`src/rtl/mem_port_arbiter_pkg.sv`:
```
// Shared types for the memory-port arbiter: FSM states, port owner, and byte-lane packing helpers.
// Byte lane k of a memory word always carries word bits 8k+7:8k, independent of array direction.
package mem_arb_pkg;

    typedef enum logic [1:0] {IDLE, BUSY, RESP} state_t;
    typedef enum logic [1:0] {OWN_NONE, OWN_I, OWN_D} owner_t;

    typedef logic [0:3][7:0] bytes_t;

    function automatic bytes_t to_bytes(input logic [31:0] word);
        bytes_t b;
        for (int k = 0; k < 4; k++) begin
            b[k] = word[8*k +: 8];
        end
        return b;
    endfunction

    function automatic logic [31:0] from_bytes(input bytes_t b);
        logic [31:0] word;
        for (int k = 0; k < 4; k++) begin
            word[8*k +: 8] = b[k];
        end
        return word;
    endfunction

endpackage

```
`src/rtl/mem_port_arbiter_if.sv`:
```
// Requester (I/D) and memory-side signals of the arbiter; slave = arbiter view, master = core + memory view.
// No flow control beyond req held until done.
interface mem_port_arbiter_if #(
    parameter int XLEN = 32
);
    logic                 i_req;
    logic [XLEN-1:0]      i_addr;
    logic                 i_done;
    logic [XLEN-1:0]      i_rdata;
    logic                 d_req;
    logic                 d_we;
    logic [XLEN-1:0]      d_addr;
    logic [XLEN-1:0]      d_wdata;
    logic                 d_done;
    logic [XLEN-1:0]      d_rdata;
    logic                 busy;
    logic [XLEN-1:0]      mem_addr;
    mem_arb_pkg::bytes_t  mem_data_in;
    mem_arb_pkg::bytes_t  mem_data_out;
    logic                 mem_write_en;

    modport slave (
        input  i_req, i_addr, d_req, d_we, d_addr, d_wdata, mem_data_out,
        output i_done, i_rdata, d_done, d_rdata, busy, mem_addr, mem_data_in, mem_write_en
    );

    modport master (
        output i_req, i_addr, d_req, d_we, d_addr, d_wdata, mem_data_out,
        input  i_done, i_rdata, d_done, d_rdata, busy, mem_addr, mem_data_in, mem_write_en
    );
endinterface

```
`src/rtl/mem_arb_latency_ctr.sv`:
```
// Access-window down-counter: load starts a MEM_LATENCY-cycle window; expired_o marks its final cycle.
// expired_o is combinational from the count register; counting stalls at zero.
module mem_arb_latency_ctr #(
    parameter int MEM_LATENCY = 4
) (
    input  logic clk,
    input  logic rst_b,
    input  logic load_i,
    input  logic en_i,
    output logic expired_o
);
    localparam int CW = $clog2(MEM_LATENCY + 1);

    logic [CW-1:0] cnt_q;
    logic [CW-1:0] cnt_d;

    always_comb begin
        cnt_d = cnt_q;
        if (load_i) begin
            cnt_d = CW'(MEM_LATENCY - 1);
        end else if (en_i && (cnt_q != '0)) begin
            cnt_d = cnt_q - CW'(1);
        end
    end

    always_ff @(posedge clk) begin
        if (rst_b) begin
            cnt_q <= '0;
        end else begin
            cnt_q <= cnt_d;
        end
    end

    assign expired_o = (cnt_q == '0);

endmodule

```
`src/rtl/mem_port_arbiter.sv`:
```
// Round-robin owner of the single memory port for I-fetch and D-cache; done pulses MEM_LATENCY+1 cycles after grant.
// Requesters hold req until done; a losing or late request simply waits for the next IDLE cycle.
module mem_port_arbiter
    import mem_arb_pkg::*;
#(
    parameter int XLEN        = 32,
    parameter int MEM_LATENCY = 4
) (
    input  logic               clk,
    input  logic               rst_b,
    mem_port_arbiter_if.slave  bus
);
    state_t          state_q;
    owner_t          owner_q;
    owner_t          last_owner_q;
    logic [XLEN-1:0] mem_addr_q;
    bytes_t          mem_data_in_q;
    logic            mem_we_q;
    logic [XLEN-1:0] i_rdata_q;
    logic [XLEN-1:0] d_rdata_q;
    logic            i_done_q;
    logic            d_done_q;
    logic            busy_q;

    logic any_req;
    logic grant_d;
    logic expired;

    assign any_req = bus.i_req | bus.d_req;
    // On a tie the side that did not win last time is served.
    assign grant_d = bus.d_req & (~bus.i_req | (last_owner_q == OWN_I));

    mem_arb_latency_ctr #(
        .MEM_LATENCY(MEM_LATENCY)
    ) u_latency_ctr (
        .clk       (clk),
        .rst_b     (rst_b),
        .load_i    ((state_q == IDLE) && any_req),
        .en_i      (state_q == BUSY),
        .expired_o (expired)
    );

    always_ff @(posedge clk) begin
        if (rst_b) begin
            state_q       <= IDLE;
            owner_q       <= OWN_NONE;
            last_owner_q  <= OWN_I;
            mem_addr_q    <= '0;
            mem_data_in_q <= '0;
            mem_we_q      <= 1'b0;
            i_rdata_q     <= '0;
            d_rdata_q     <= '0;
            i_done_q      <= 1'b0;
            d_done_q      <= 1'b0;
            busy_q        <= 1'b0;
        end else begin
            i_done_q <= 1'b0;
            d_done_q <= 1'b0;
            case (state_q)
                IDLE: begin
                    if (any_req) begin
                        state_q <= BUSY;
                        busy_q  <= 1'b1;
                        if (grant_d) begin
                            owner_q       <= OWN_D;
                            last_owner_q  <= OWN_D;
                            mem_addr_q    <= bus.d_addr;
                            mem_data_in_q <= to_bytes(bus.d_wdata);
                            mem_we_q      <= bus.d_we;
                        end else begin
                            owner_q      <= OWN_I;
                            last_owner_q <= OWN_I;
                            mem_addr_q   <= bus.i_addr;
                            mem_we_q     <= 1'b0;
                        end
                    end
                end
                BUSY: begin
                    if (expired) begin
                        state_q  <= RESP;
                        mem_we_q <= 1'b0;
                        if (owner_q == OWN_D) begin
                            d_rdata_q <= from_bytes(bus.mem_data_out);
                            d_done_q  <= 1'b1;
                        end else begin
                            i_rdata_q <= from_bytes(bus.mem_data_out);
                            i_done_q  <= 1'b1;
                        end
                    end
                end
                RESP: begin
                    state_q <= IDLE;
                    owner_q <= OWN_NONE;
                    busy_q  <= 1'b0;
                end
                default: begin
                    state_q <= IDLE;
                end
            endcase
        end
    end

    assign bus.i_done       = i_done_q;
    assign bus.i_rdata      = i_rdata_q;
    assign bus.d_done       = d_done_q;
    assign bus.d_rdata      = d_rdata_q;
    assign bus.busy         = busy_q;
    assign bus.mem_addr     = mem_addr_q;
    assign bus.mem_data_in  = mem_data_in_q;
    assign bus.mem_write_en = mem_we_q;

endmodule

```
`src/flat_wrapper.sv`:
```
// flat-port wrapper written by rule: the top's interface ports become plain ports
module mem_port_arbiter_flat import mem_arb_pkg::*;
#(
    parameter int XLEN        = 32,
    parameter int MEM_LATENCY = 4
)
  (clk, rst_b, bus_i_req, bus_i_addr, bus_d_req, bus_d_we, bus_d_addr, bus_d_wdata, bus_mem_data_out, bus_i_done, bus_i_rdata, bus_d_done, bus_d_rdata, bus_busy, bus_mem_addr, bus_mem_data_in, bus_mem_write_en);
  mem_port_arbiter_if #(.XLEN(XLEN)) bus_i ();
  input  logic clk;
  input  logic rst_b;
  input wire logic [$bits(bus_i.i_req)-1:0] bus_i_req;
  input wire logic [$bits(bus_i.i_addr)-1:0] bus_i_addr;
  input wire logic [$bits(bus_i.d_req)-1:0] bus_d_req;
  input wire logic [$bits(bus_i.d_we)-1:0] bus_d_we;
  input wire logic [$bits(bus_i.d_addr)-1:0] bus_d_addr;
  input wire logic [$bits(bus_i.d_wdata)-1:0] bus_d_wdata;
  input wire logic [$bits(bus_i.mem_data_out)-1:0] bus_mem_data_out;
  output wire logic [$bits(bus_i.i_done)-1:0] bus_i_done;
  output wire logic [$bits(bus_i.i_rdata)-1:0] bus_i_rdata;
  output wire logic [$bits(bus_i.d_done)-1:0] bus_d_done;
  output wire logic [$bits(bus_i.d_rdata)-1:0] bus_d_rdata;
  output wire logic [$bits(bus_i.busy)-1:0] bus_busy;
  output wire logic [$bits(bus_i.mem_addr)-1:0] bus_mem_addr;
  output wire logic [$bits(bus_i.mem_data_in)-1:0] bus_mem_data_in;
  output wire logic [$bits(bus_i.mem_write_en)-1:0] bus_mem_write_en;
  assign bus_i.i_req = bus_i_req;
  assign bus_i.i_addr = bus_i_addr;
  assign bus_i.d_req = bus_d_req;
  assign bus_i.d_we = bus_d_we;
  assign bus_i.d_addr = bus_d_addr;
  assign bus_i.d_wdata = bus_d_wdata;
  assign bus_i.mem_data_out = bus_mem_data_out;
  assign bus_i_done = bus_i.i_done;
  assign bus_i_rdata = bus_i.i_rdata;
  assign bus_d_done = bus_i.d_done;
  assign bus_d_rdata = bus_i.d_rdata;
  assign bus_busy = bus_i.busy;
  assign bus_mem_addr = bus_i.mem_addr;
  assign bus_mem_data_in = bus_i.mem_data_in;
  assign bus_mem_write_en = bus_i.mem_write_en;
  mem_port_arbiter #(.XLEN(XLEN), .MEM_LATENCY(MEM_LATENCY)) u_core (.clk(clk), .rst_b(rst_b), .bus(bus_i));
endmodule
```
`config.mk`:
```
export PLATFORM = sky130hd
export DESIGN_NAME = mem_port_arbiter_flat
export DESIGN_NICKNAME = d
export VERILOG_FILES = /design/src/rtl/mem_port_arbiter_pkg.sv /design/src/rtl/mem_port_arbiter_if.sv /design/src/rtl/mem_arb_latency_ctr.sv /design/src/rtl/mem_port_arbiter.sv /design/src/flat_wrapper.sv
export SDC_FILE = /design/constraint.sdc
export NUM_CORES = 1
export LEC_CHECK = 0
export ABC_CLOCK_PERIOD_IN_PS = 1600
export BUFFER_PORTS_ARGS = -buffer_cell sky130_fd_sc_hd__buf_4
export CAP_MARGIN = 20
export CELL_PAD_IN_SITES_DETAIL_PLACEMENT = 0
export CELL_PAD_IN_SITES_GLOBAL_PLACEMENT = 1
export CORE_MARGIN = 4
export CORE_UTILIZATION = 25
export DETAILED_ROUTE_END_ITERATION = 6
export PLACE_DENSITY_LB_ADDON = 0.3
export SETUP_SLACK_MARGIN = 0.15
export SYNTH_ARGS = -nofsm -noshare
export SYNTH_HDL_FRONTEND = slang
export SYNTH_SLANG_ARGS = --single-unit
```
`constraint.sdc`:
```
create_clock -name clk -period 1.6 [get_ports clk]
set_clock_uncertainty 0.05 [all_clocks]
set_input_delay 0.32 -clock clk [delete_from_list [all_inputs] [get_ports clk]]
set_output_delay 0.32 -clock clk [all_outputs]
set_load 0.01 [all_outputs]
```
==> results summary, run 1 <==
The count of input and output buffers came out at 264. The initial antenna violation count came out at 0. The floorplan die width came out at 150 um.

The clock latency reported for the late side of the worst-skew pair came out at 0.42 ns. The total of max-cap violations is 0. By count the netlist is led by 141 x dfxtp_1, 130 x nand2_1, 73 x nor2_1.

Entering global routing, the biggest net connects 45 pins. The worst path uses 101% of the clock period. The clock net sink count is 141. Setup repair after global routing could not meet its margin everywhere.

The detail-routed via count per cell is 4.58. The final reports fail on negative setup slack. Dividing the detail-routed wire length by the instance count gives 17.9 um. The kind of critical path is register to register. In this run the biggest area consumer among cell types represents 56.1% of the synthesized area. The synthesized net count came out at 689. The detailed router finished its first iteration with 267 violations.

The cts-stage hold buffer count is 0. The floorplan has 51 rows. The data arrival time of the critical path is 1.88 ns. The total routing usage reported by global routing is 16.5%. By area the synthesized netlist is led by dfxtp_1 56%, nand2_1 9.7%, a21oi_1 7.2%. Counting flops with an async set or reset pin after synthesis yields a share of 0%. The global placement routability congestion is 0.733. The flow ran to the end, but the final reports show violations. The flop-to-flop setup slack came out at -0.02 ns. The number of enable flip-flop cells after synthesis came out at 0. The leakage power of the design is 4.22 nW. The total CTS buffers came out at 17. After detailed routing, the total wire length is 20200 um.

Of all nets on the critical path, the largest fanout is 18. By instance count, the leading cell after synthesis is dfxtp_1. The Yosys step of the flow raised 0 warnings. The number of detailed-route iterations in the first pass is 5. The DRC violations left is 0. The CTS H-tree depth came out at 4. Setup violations remaining at the end of the flow were counted as 2. The total congestion overflow is 0.

The starting utilization of the core area came out at 25.6%. Counting flops and latches in the post-synthesis netlist gives 141. Summed over all instances, the cell type with the most area after synthesis is dfxtp_1. The post-layout instance count excluding filler cells is 1132. STA classifies the critical path endpoint as a register. The sum of net half-perimeters after detailed placement is 12500 um. The instance count after placement with tap cells included is 1066. Across all layers, the routed design uses 5184 vias. The area of the die came out at 22500 um^2.

The maximum clock frequency is 618 MHz. The smallest hold slack came out at 0.0782 ns. The synthesized netlist cell count is 554. The final worst setup slack is -0.0178 ns. The worst path required time came out at 1.87 ns. In this run the vertical extent of the chip is 150 um. The number of antenna cells inserted is 0.

The minimum clock period after layout came out at 1.62 ns. Clock tree synthesis selected as its root buffer the cell clkbuf_16. The number of top-level pins came out at 265. The number of distinct library cells after synthesis is 28. The average cell area after synthesis came out at 9.08 um^2. The clock-pin slew reported for the worst setup and hold paths after clock tree synthesis came out at 0.07 ns. TritonCTS built the clock tree. The number of max-slew violations in the final report is 0. The fraction of layout instances using a drive strength above 1 is 60.8%. The count of nets after finishing is 990.

The worst IR drop on VDD is 0.639 mV. The number of antenna-violating nets in the routed design came out at 0. Total power for the finished layout comes to 10.4 mW.

The number of global-route vias before repair came out at 5225. The core area came out at 19700 um^2. The slew of the pin with the lowest slew margin came out at 0.383 ns. The ratio of total power to cell area came out at 1090 nW/um^2.

The first global-routing pass estimated 28700 um of wire. The worst pin sits at a relative slew slack of 74.5%. The type of element launching the critical path is a register.

The count of endpoints failing hold in the final timing report is 0. The layout-stage area growth over the synthesis result is 89.3%. The most used flip-flop cell after synthesis is dfxtp_1. The cell area after synthesis came out at 5030 um^2.

The register area share after synthesis came out at 56.1%. In this run the worst hold path is classified as input port to register. No sink is reached through more buffers than the 2 on the longest clock path.
## logic make-up after synthesis
logic type | after synthesis | synth area share [%]
simple gates | 215 | 17.0
flops | 141 | 56.1
compound gates | 109 | 14.7
buf+inv | 52 | 4.70
mux | 34 | 6.82
fa+ha+maj | 2 | 0.497
xor+xnor | 1 | 0.174
## path summary, 6_finish.rpt
| path | cells past startpoint | to | from |
|---|---|---|---|
| setup / recovery | 6 | u_core.bus.mem_data_in[29]$_SDFFE_PP0P_ | u_core.last_owner_q[1]$_SDFFE_PP0P_ |
| hold / removal | 3 | u_core.bus.mem_data_in[28]$_SDFFE_PP0P_ | bus_d_wdata[4] |
| setup reg to reg | 6 | u_core.bus.mem_data_in[29]$_SDFFE_PP0P_ | u_core.last_owner_q[1]$_SDFFE_PP0P_ |
| hold reg to reg | 2 | u_core.bus.d_rdata[12]$_SDFFE_PP0P_ | u_core.bus.d_rdata[12]$_SDFFE_PP0P_ |
## critical path, stage by stage (launching register included)
cell	delay [ns]
dfxtp_2	0.32
nand2b_4	0.14
a2111oi_4	0.37
buf_12	0.21
buf_12	0.16
mux2i_1	0.19
nor2_1	0.05
## where the power goes
part	internal, mW	switching (mW)	total, mW
clock network	2.33	1.68	4.01
registers	3.78	0.171	3.95
logic	1.35	1.11	2.46
total	7.46	2.95	10.4
## cell usage in the layout, fill, tap and decap left out, drive strengths merged, types with 4 or more instances in the layout
cell type,count
nand2,130
mux2i,32
a21oi,72
inv,13
dfxtp,141
nor2,73
buf,319
a222oi,32
nand2b,4
clkbuf,26
## layer usage
layer | vias up | GRT usage, % | wire length [um]
met2 | 218 | 26.8 | 9480
met3 | 21 | 6.48 | 1860
met1 | 2436 | 20.3 | 8610
li1 | 2509 | - | -
met4 | 0 | 4.94 | 281
met5 | - | 0 | 0
## repair_timing
action / CTS / global route
setup buffers: 13 / 3
setup endpoints to repair: 129 / 134
resized for setup: 138 / 94
hold endpoints to repair: 0 / 0
cloned: 9 / 10
pin swaps: 21 / 32
## area by class of cell
class	count	area [um^2]
fill	1855	10100
timing repair buffer	327	3040
sequential	141	2830
multi-input combinational	361	2700
clock buffer	18	429
tap	265	332
clock inverter	13	158
inverter	7	26.3
## sequential cells by signal (all words and copies together) (netlist names), 2 cells and up
name                        cells
u_core.bus.d_rdata             32
u_core.bus.i_rdata             32
u_core.bus.mem_addr            32
u_core.bus.mem_data_in         32
u_core.u_latency_ctr.cnt_q      3
u_core.last_owner_q             2
u_core.owner_q                  2
u_core.state_q                  2
## through the flow
step,util (%),setup slack [ns],setup TNS [ns],cell area (um^2)
floorplan,-,0.114,0,5110
global route,48.4,-0.109,-4.17,9520
finish,48.4,-0.0178,-0.0189,9520
CTS,45.3,-0.00959,-0.0233,8900
detailed placement,38.4,-0.0645,-1.10,7540
global placement,38.4,-0.0406,-0.550,7540
Note: power is estimated with default switching activity, not from simulation.
==> run 2: changes to the inputs <==
==> constraint.sdc (replaced) <==
create_clock -name clk -period 1.6 [get_ports clk]
set_clock_uncertainty 0.05 [all_clocks]
set_input_delay 0.24 -clock clk [delete_from_list [all_inputs] [get_ports clk]]
set_output_delay 0.24 -clock clk [all_outputs]
set_load 0.01 [all_outputs]
==> results summary, run 2 (same netlist as run 1, synthesis figures left out) <==
The run finished, with violations left. The checks that failed: negative setup slack. The initial antenna violation count is 0 (unchanged). The tightest min-delay check is of the input port to register type. The critical path starts at u_core.last_owner_q[1]$_SDFFE_PP0P_.

The clock latency reported for the late side of the worst-skew pair came out at 0.42 ns (about the same). The total congestion overflow is 0 (unchanged). The net switching power came to 2.74 mW (-7.1%).

The standard-cell row count came out at 51 (unchanged). The core area is 19700 um^2 (unchanged). The share of the clock period used by the worst path is 101% (about the same). The total internal power came to 7.08 mW (-5.1%). The number of max-slew violations in the final report came out at 0 (unchanged). The worst register-to-register path ends at u_core.bus.mem_data_in[24]$_SDFFE_PP0P_. The violation count after the first detailed-routing iteration was 321 (+20%). The total of max-cap violations is 0 (unchanged). The number of antenna-violating nets in the routed design is 0 (unchanged).

The worst IR drop on VDD came to 0.655 mV (+2.6%). The CTS H-tree depth was 4 (unchanged). Leaving out fill and tap cells, the most frequent cell in the layout is buf_4. CTS placed an instance of clkbuf_16 at the clock tree root. The total cell area at the placement stage came out at 7490 um^2 (-0.63%). The total routing usage reported by global routing came out at 15.9% (-0.65 points). The slew of the pin with the lowest slew margin is 0.356 ns (-0.0266 ns). The met3 layer wire length in the routed design came out at 2060 um (+11%). The minimum clock period after layout came out at 1.62 ns (-0.00101 ns). The kind of critical path is register to register. The count of input and output buffers is 264 (unchanged). The final core utilization came to 46.0% (-2.4 points). The overall power of the completed layout came out at 9.82 mW (-5.7%). The leakage power of the design was 3.92 nW (-7.2%). The number of global-route vias before repair is 5157 (-1.3%). The number of antenna cells inserted was 0 (unchanged).

The maximum clock path buffer count was 2 (unchanged). The post-layout instance count excluding filler cells is 1132 (unchanged). The worst register-to-register path begins at u_core.last_owner_q[1]$_SDFFE_PP0P_. The final worst setup slack is -0.0168 ns (+0.00101 ns). Setup repair after global routing could not meet its margin everywhere. The final design instance area without fill came out at 9040 um^2 (-5.0%). TritonCTS built the clock tree. The flop-to-flop setup slack is -0.02 ns (about the same).

The clock net sink count came to 141 (unchanged). The largest fanout on the critical path is 7 (-11). The number of top-level pins is 265 (unchanged).

The post-placement worst setup slack is -0.00892 ns (+0.0556 ns). The largest net degree at the start of global routing is 62 (+38%). The detail-routed via count per cell came out at 4.55 (-0.68%). The starting utilization of the core area was 25.6% (unchanged). The routed length per placed instance came out at 17.0 um (-4.6%). The global placement routability congestion was 0.720 (-1.7%). In this run the most critical hold path is launched from bus_d_wdata[30]. The fraction of layout instances using a drive strength above 1 was 49.9% (-11 points). The sequential share of power came out at 40.1% (+2.2 points). The length of routed met2 wiring was 9260 um (-2.3%). The global-route wire length before repair is 27800 um (-3.1%). In this run the top signal layer used is met4. The sum of net half-perimeters after detailed placement was 12600 um (+0.37%). The fraction of power spent switching nets came out at 27.9% (-0.42 points). The die span in y came out at 150 um (unchanged). The met1 layer wirelength in the final routing is 7850 um (-8.9%). The area of the die came out at 22500 um^2 (unchanged). The critical path ends at u_core.bus.mem_data_in[24]$_SDFFE_PP0P_.

The maximum clock frequency came out at 618 MHz (about the same). The via total after detailed routing came out at 5149 (-0.68%). The instance count after placement with tap cells included is 1063 (-0.28%). The count of endpoints failing setup in the final report is 3 (+1). The total detailed-routing wirelength came out at 19300 um (-4.6%). The smallest hold slack was 0.0160 ns (-0.0622 ns). The worst slew slack as a fraction of its limit came out at 76.3% (+1.8 points). The count of nets after finishing came out at 990 (unchanged). The number of detailed-route iterations in the first pass came out at 5 (unchanged). The total CTS buffers is 17 (unchanged). The worst setup path is launched from a register. Relative to the synthesized area, the layout overhead comes to 79.8%. The count of endpoints failing hold in the final timing report came out at 0 (unchanged). The DRC violations left came to 0 (unchanged). The sum of negative setup slack came out at -0.0324 ns (-0.0135 ns).

The clock network fraction of design power is 38.1% (-0.4 points). The capturing element type of the critical path is a register. The worst path required time came out at 1.85 ns (-0.02 ns). The ratio of total power to cell area came out at 1090 nW/um^2 (-0.66%). The fraction of power consumed by combinational cells is 21.8% (-1.8 points).

The floorplan die width came out at 150 um (unchanged). In the layout the commonest cells are 276 x buf_4, 138 x dfxtp_1, 79 x nand2_1, 72 x nor2_1, 40 x a21oi_1. The data arrival time of the critical path is 1.87 ns (about the same).

The clock-pin slew reported for the worst setup and hold paths after clock tree synthesis came to 0.06 ns (about the same). The worst reg2reg path depth came out at 6 (unchanged).
[run 2: cell count changes in the layout (fill, tap and decap cells not counted), sizes merged]
cell         before  now
clkbuf           26   25
clkinvlp          3    4
buf             319  296
bufinv            2    1
clkinv            2    3
inv              13   11
dlygate4sd3       0   25
[run 2: worst min path at each step]
| stage | endpoint | cells after the start |
|---|---|---|
| detailed placement | u_core.last_owner_q[1]$_SDFFE_PP0P_ | 2 |
| global route | u_core.bus.i_rdata[16]$_SDFFE_PP0P_ | 3 |
| finish | u_core.bus.mem_data_in[6]$_SDFFE_PP0P_ | 3 |
| CTS | u_core.bus.mem_data_in[22]$_SDFFE_PP0P_ | 3 |
| global placement | u_core.bus.i_rdata[29]$_SDFFE_PP0P_ | 2 |
| floorplan | u_core.bus.d_rdata[0]$_SDFFE_PP0P_ | 2 |
[run 2: repair_timing]
item                                   in CTS  in global routing
setup buffers                               2                  1
pin swaps                                   1                 71
cloned                                      3                  7
resized for setup                          12                124
setup endpoints to repair                 129                133
endpoints found under the hold margin      25                  0
hold buffers                               25                  0
[run 2: final cells by class]
class | instances | area, um^2
Fill cell | 1927 | 10600
Clock inverter | 12 | 114
Timing Repair Buffer | 327 | 2870
Multi-Input combinational cell | 361 | 2440
Tap cell | 265 | 332
Inverter | 7 | 26.3
Sequential cell | 141 | 2830
Clock buffer | 19 | 433
[run 2: critical path, stage by stage (launching register included)]
cell       delay, ns
dfxtp_1         0.31
nand2b_4        0.14
a2111oi_4       0.37
buf_12          0.21
buf_12          0.14
mux2i_2         0.21
nor2_1          0.05
[run 2: layer usage]
metal  global-route usage, %  vias to the layer above
li1                        -                     2494
met1                    19.4                     2411
met2                    25.9                      235
met3                    7.18                        9
met4                    3.16                        0
met5                       0                        -
[run 2: power groups by stage]
| stage | Sequential, mW | Combinational (mW) | Clock [mW] |
|---|---|---|---|
| finish | 3.93 | 2.15 | 3.74 |
| global route | 3.97 | 2.31 | 3.98 |
| CTS | 3.93 | 1.98 | 3.83 |
| detailed placement | 3.99 | 1.82 | 0 |
| global placement | 4.00 | 1.82 | 0 |
| floorplan | 4.09 | 0.784 | 0 |
==> run 3: changes to the inputs <==
ABC_CLOCK_PERIOD_IN_PS = 1520   (was 1600)
CAP_MARGIN = not set   (was 20)
clock period = 1.52 ns   (was 1.6 ns; I/O delays follow)
==> results summary, run 3 (same netlist as run 1, synthesis figures left out) <==
The floorplan die width is 150 um (unchanged). Traced cell by cell, the critical path runs through inv_4 > ha_4 > and4bb_4 > buf_6 > nand2b_4 > clkbuf_16 > nand2_1 > a21oi_1. The kind of critical path is register to register. The number of detailed-route iterations in the first pass is 6 (+1).

The total routing usage reported by global routing came to 16.4% (+0.56 points). The overall power of the completed layout came out at 10.6 mW (+8.3%). The sink of the worst hold path is u_core.bus.d_rdata[22]$_SDFFE_PP0P_.

The number of antenna cells inserted came out at 0 (unchanged). The number of max-slew violations in the final report is 0 (unchanged). The leakage power of the design came out at 4.33 nW (+11%). The initial antenna violation count came to 0 (unchanged).

The checks that failed: negative setup slack. The number of top-level pins is 265 (unchanged). The DRC violations left came to 0 (unchanged).

The layout-stage area growth over the synthesis result is 95.6%. The total congestion overflow is 0 (unchanged). TritonCTS built the clock tree. The worst reg2reg path depth came out at 8 (+2).

The largest incremental delay on the critical path is 0.35 ns (-0.02 ns). The global-route wire length before repair came out at 28800 um (+3.6%). In this run the most critical hold path is launched from bus_mem_data_out[14]. The slew of the pin with the lowest slew margin came out at 0.414 ns (+0.0582 ns). The share of the clock period used by the worst path was 107% (+6.0 points). The library cells used most frequently in the layout, excluding fill and tap cells, are 282 x buf_4, 136 x dfxtp_1, 73 x dlygate4sd3_1, 71 x nor2_1, 68 x nand2_1. The maximum clock frequency is 614 MHz (-0.67%). The data arrival time of the critical path is 1.91 ns (+0.04 ns). The worst path buffer plus inverter count was 3 (+1). The instance count after placement with tap cells included is 1067 (+0.38%). The largest net degree at the start of global routing is 77 (+24%). The total of max-cap violations came out at 0 (unchanged).

The number of antenna-violating nets in the routed design is 0 (unchanged). The clock-pin slew reported for the worst setup and hold paths after clock tree synthesis is 0.07 ns (about the same). The ratio of total power to cell area came out at 1080 nW/um^2 (-0.50%). The flop-to-flop setup slack came out at -0.11 ns (-0.09 ns).

The total detailed-routing wirelength was 19900 um (+3.3%). The post-layout instance count excluding filler cells came out at 1202 (+6.2%). The largest fanout on the critical path came to 8 (+1). Leaving out fill and tap cells, the most frequent cell in the layout is buf_4. The final worst setup slack was -0.108 ns (-0.0909 ns). The worst register-to-register path begins at u_core.u_latency_ctr.cnt_q[0]$_SDFFE_PP0P_. The count of endpoints failing setup in the final report came to 108 (+105).

The run finished, with violations left. The worst slew slack as a fraction of its limit was 72.4% (-3.9 points). The starting utilization of the core area came to 25.6% (unchanged). The number of global-route vias before repair came out at 5460 (+5.9%).

The cell family contributing the most delay on the critical path is simple AND/OR/NAND/NOR gates. The min-delay analysis places its worst path in the category input port to register. The violation count after the first detailed-routing iteration was 283 (-12%).

The worst IR drop on VDD is 0.684 mV (+4.4%). The count of endpoints failing hold in the final timing report was 0 (unchanged). The via total after detailed routing was 5392 (+4.7%). The count of input and output buffers came out at 264 (unchanged). The sum of net half-perimeters after detailed placement is 12300 um (-2.4%). The count of nets after finishing is 1059 (+7.0%). The clock root buffer master is clkbuf_16.

The CTS H-tree depth came out at 4 (unchanged). The maximum clock path buffer count is 2 (unchanged). The worst register-to-register path ends at u_core.bus.d_rdata[3]$_SDFFE_PP0P_. The standard-cell row count is 51 (unchanged). The worst setup path is captured at a register. The global placement routability congestion came out at 0.693 (-3.8%). STA classifies the critical path startpoint as a register. The die span in y came out at 150 um (unchanged). The detail-routed via count per cell is 4.49 (-1.4%). The clock latency reported for the late side of the worst-skew pair is 0.41 ns (about the same).

The clock net sink count came to 141 (unchanged). Setup repair after global routing could not meet its margin everywhere. The number of instances on the worst hold path came out at 3 (unchanged). The fraction of layout instances using a drive strength above 1 came to 49.6% (-0.32 points). The routed length per placed instance came to 16.6 um (-2.8%).

The largest individual stage delay along the critical path comes from the cell dfxtp_2. The minimum clock period after layout came out at 1.63 ns (+0.0109 ns). The area of the die is 22500 um^2 (unchanged).

The total CTS buffers came out at 17 (unchanged). The worst path required time is 1.80 ns (-0.05 ns). The core area is 19700 um^2 (unchanged).
==> run 3: cell count changes in the layout (fill, tap and decap cells not counted), sizes merged <==
cell / before / now
clkinv: 3 / 4
buf: 296 / 317
dlygate4sd3: 25 / 73
inv: 11 / 16
clkinvlp: 4 / 1
bufinv: 1 / 0
clkbuf: 25 / 24
==> run 3: report_power, final <==
group          switching [mW]  internal, mW  total [mW]
logic                    1.11          1.41        2.53
clock network            1.77          2.19        3.96
registers               0.173          3.97        4.15
==> run 3: worst max path at each step <==
stage / from / endpoint / slack [ns] / cells past startpoint
after floorplan: u_core.last_owner_q[1]$_SDFFE_PP0P_ / u_core.bus.mem_data_in[10]$_SDFFE_PP0P_ / 0.03 / 6
after detailed placement: u_core.last_owner_q[1]$_SDFFE_PP0P_ / u_core.bus.mem_data_in[3]$_SDFFE_PP0P_ / -0.11 / 6
after global placement: u_core.last_owner_q[1]$_SDFFE_PP0P_ / u_core.bus.mem_data_in[1]$_SDFFE_PP0P_ / -0.07 / 6
final: u_core.u_latency_ctr.cnt_q[0]$_SDFFE_PP0P_ / u_core.bus.d_rdata[3]$_SDFFE_PP0P_ / -0.11 / 8
after global routing: u_core.u_latency_ctr.cnt_q[0]$_SDFFE_PP0P_ / u_core.bus.d_rdata[3]$_SDFFE_PP0P_ / -0.18 / 8
after CTS: u_core.last_owner_q[1]$_SDFFE_PP0P_ / u_core.bus.mem_data_in[16]$_SDFFE_PP0P_ / -0.09 / 6
==> run 3: cell type report <==
type                    instances  area (um^2)
clock inverters                14          119
clock buffers                  18          439
flip-flops and latches        141         2830
repair buffers                396         3640
inverters                       7         31.3
fillers                      1845         9820
well taps                     265          332
multi-input cells             361         2440
==> run 3: worst register-to-register path, stage by stage (launching register included) <==
cell	delay, ns
dfxtp_2	0.35
inv_4	0.04
ha_4	0.17
and4bb_4	0.21
buf_6	0.12
nand2b_4	0.17
clkbuf_16	0.22
nand2_1	0.07
a21oi_1	0.16
==> run 3: timing repair <==
item	in CTS	in global routing
buffers inserted	5	12
gates resized for setup	17	136
setup endpoints to repair	135	135
gates cloned	7	6
endpoints found under the hold margin	68	1
pin swaps	0	52
hold buffers	72	1
==> run 3: routing by layer <==
layer / track usage, % / wire length (um)
met1: 19.8 / 8140
met2: 27.2 / 9650
met3: 6.00 / 1790
met4: 5.35 / 336
met5: 0 / 0
==> run 3: metrics by stage <==
| step | TNS [ns] | worst slack, ns | hold WS (ns) | area, um^2 | util, % |
|---|---|---|---|---|---|
| final | -4.01 | -0.108 | 0.0142 | 9840 | 50.1 |
| after global routing | -13.12 | -0.181 | 0.00284 | 9840 | 50.1 |
| after CTS | -5.02 | -0.0918 | 0.0000149 | 9130 | 46.5 |
| after detailed placement | -2.57 | -0.108 | 0.394 | 7540 | 38.4 |
| after global placement | -1.10 | -0.0732 | 0.390 | 7540 | 38.4 |
| after floorplan | 0 | 0.0338 | 0.314 | 5150 | - |
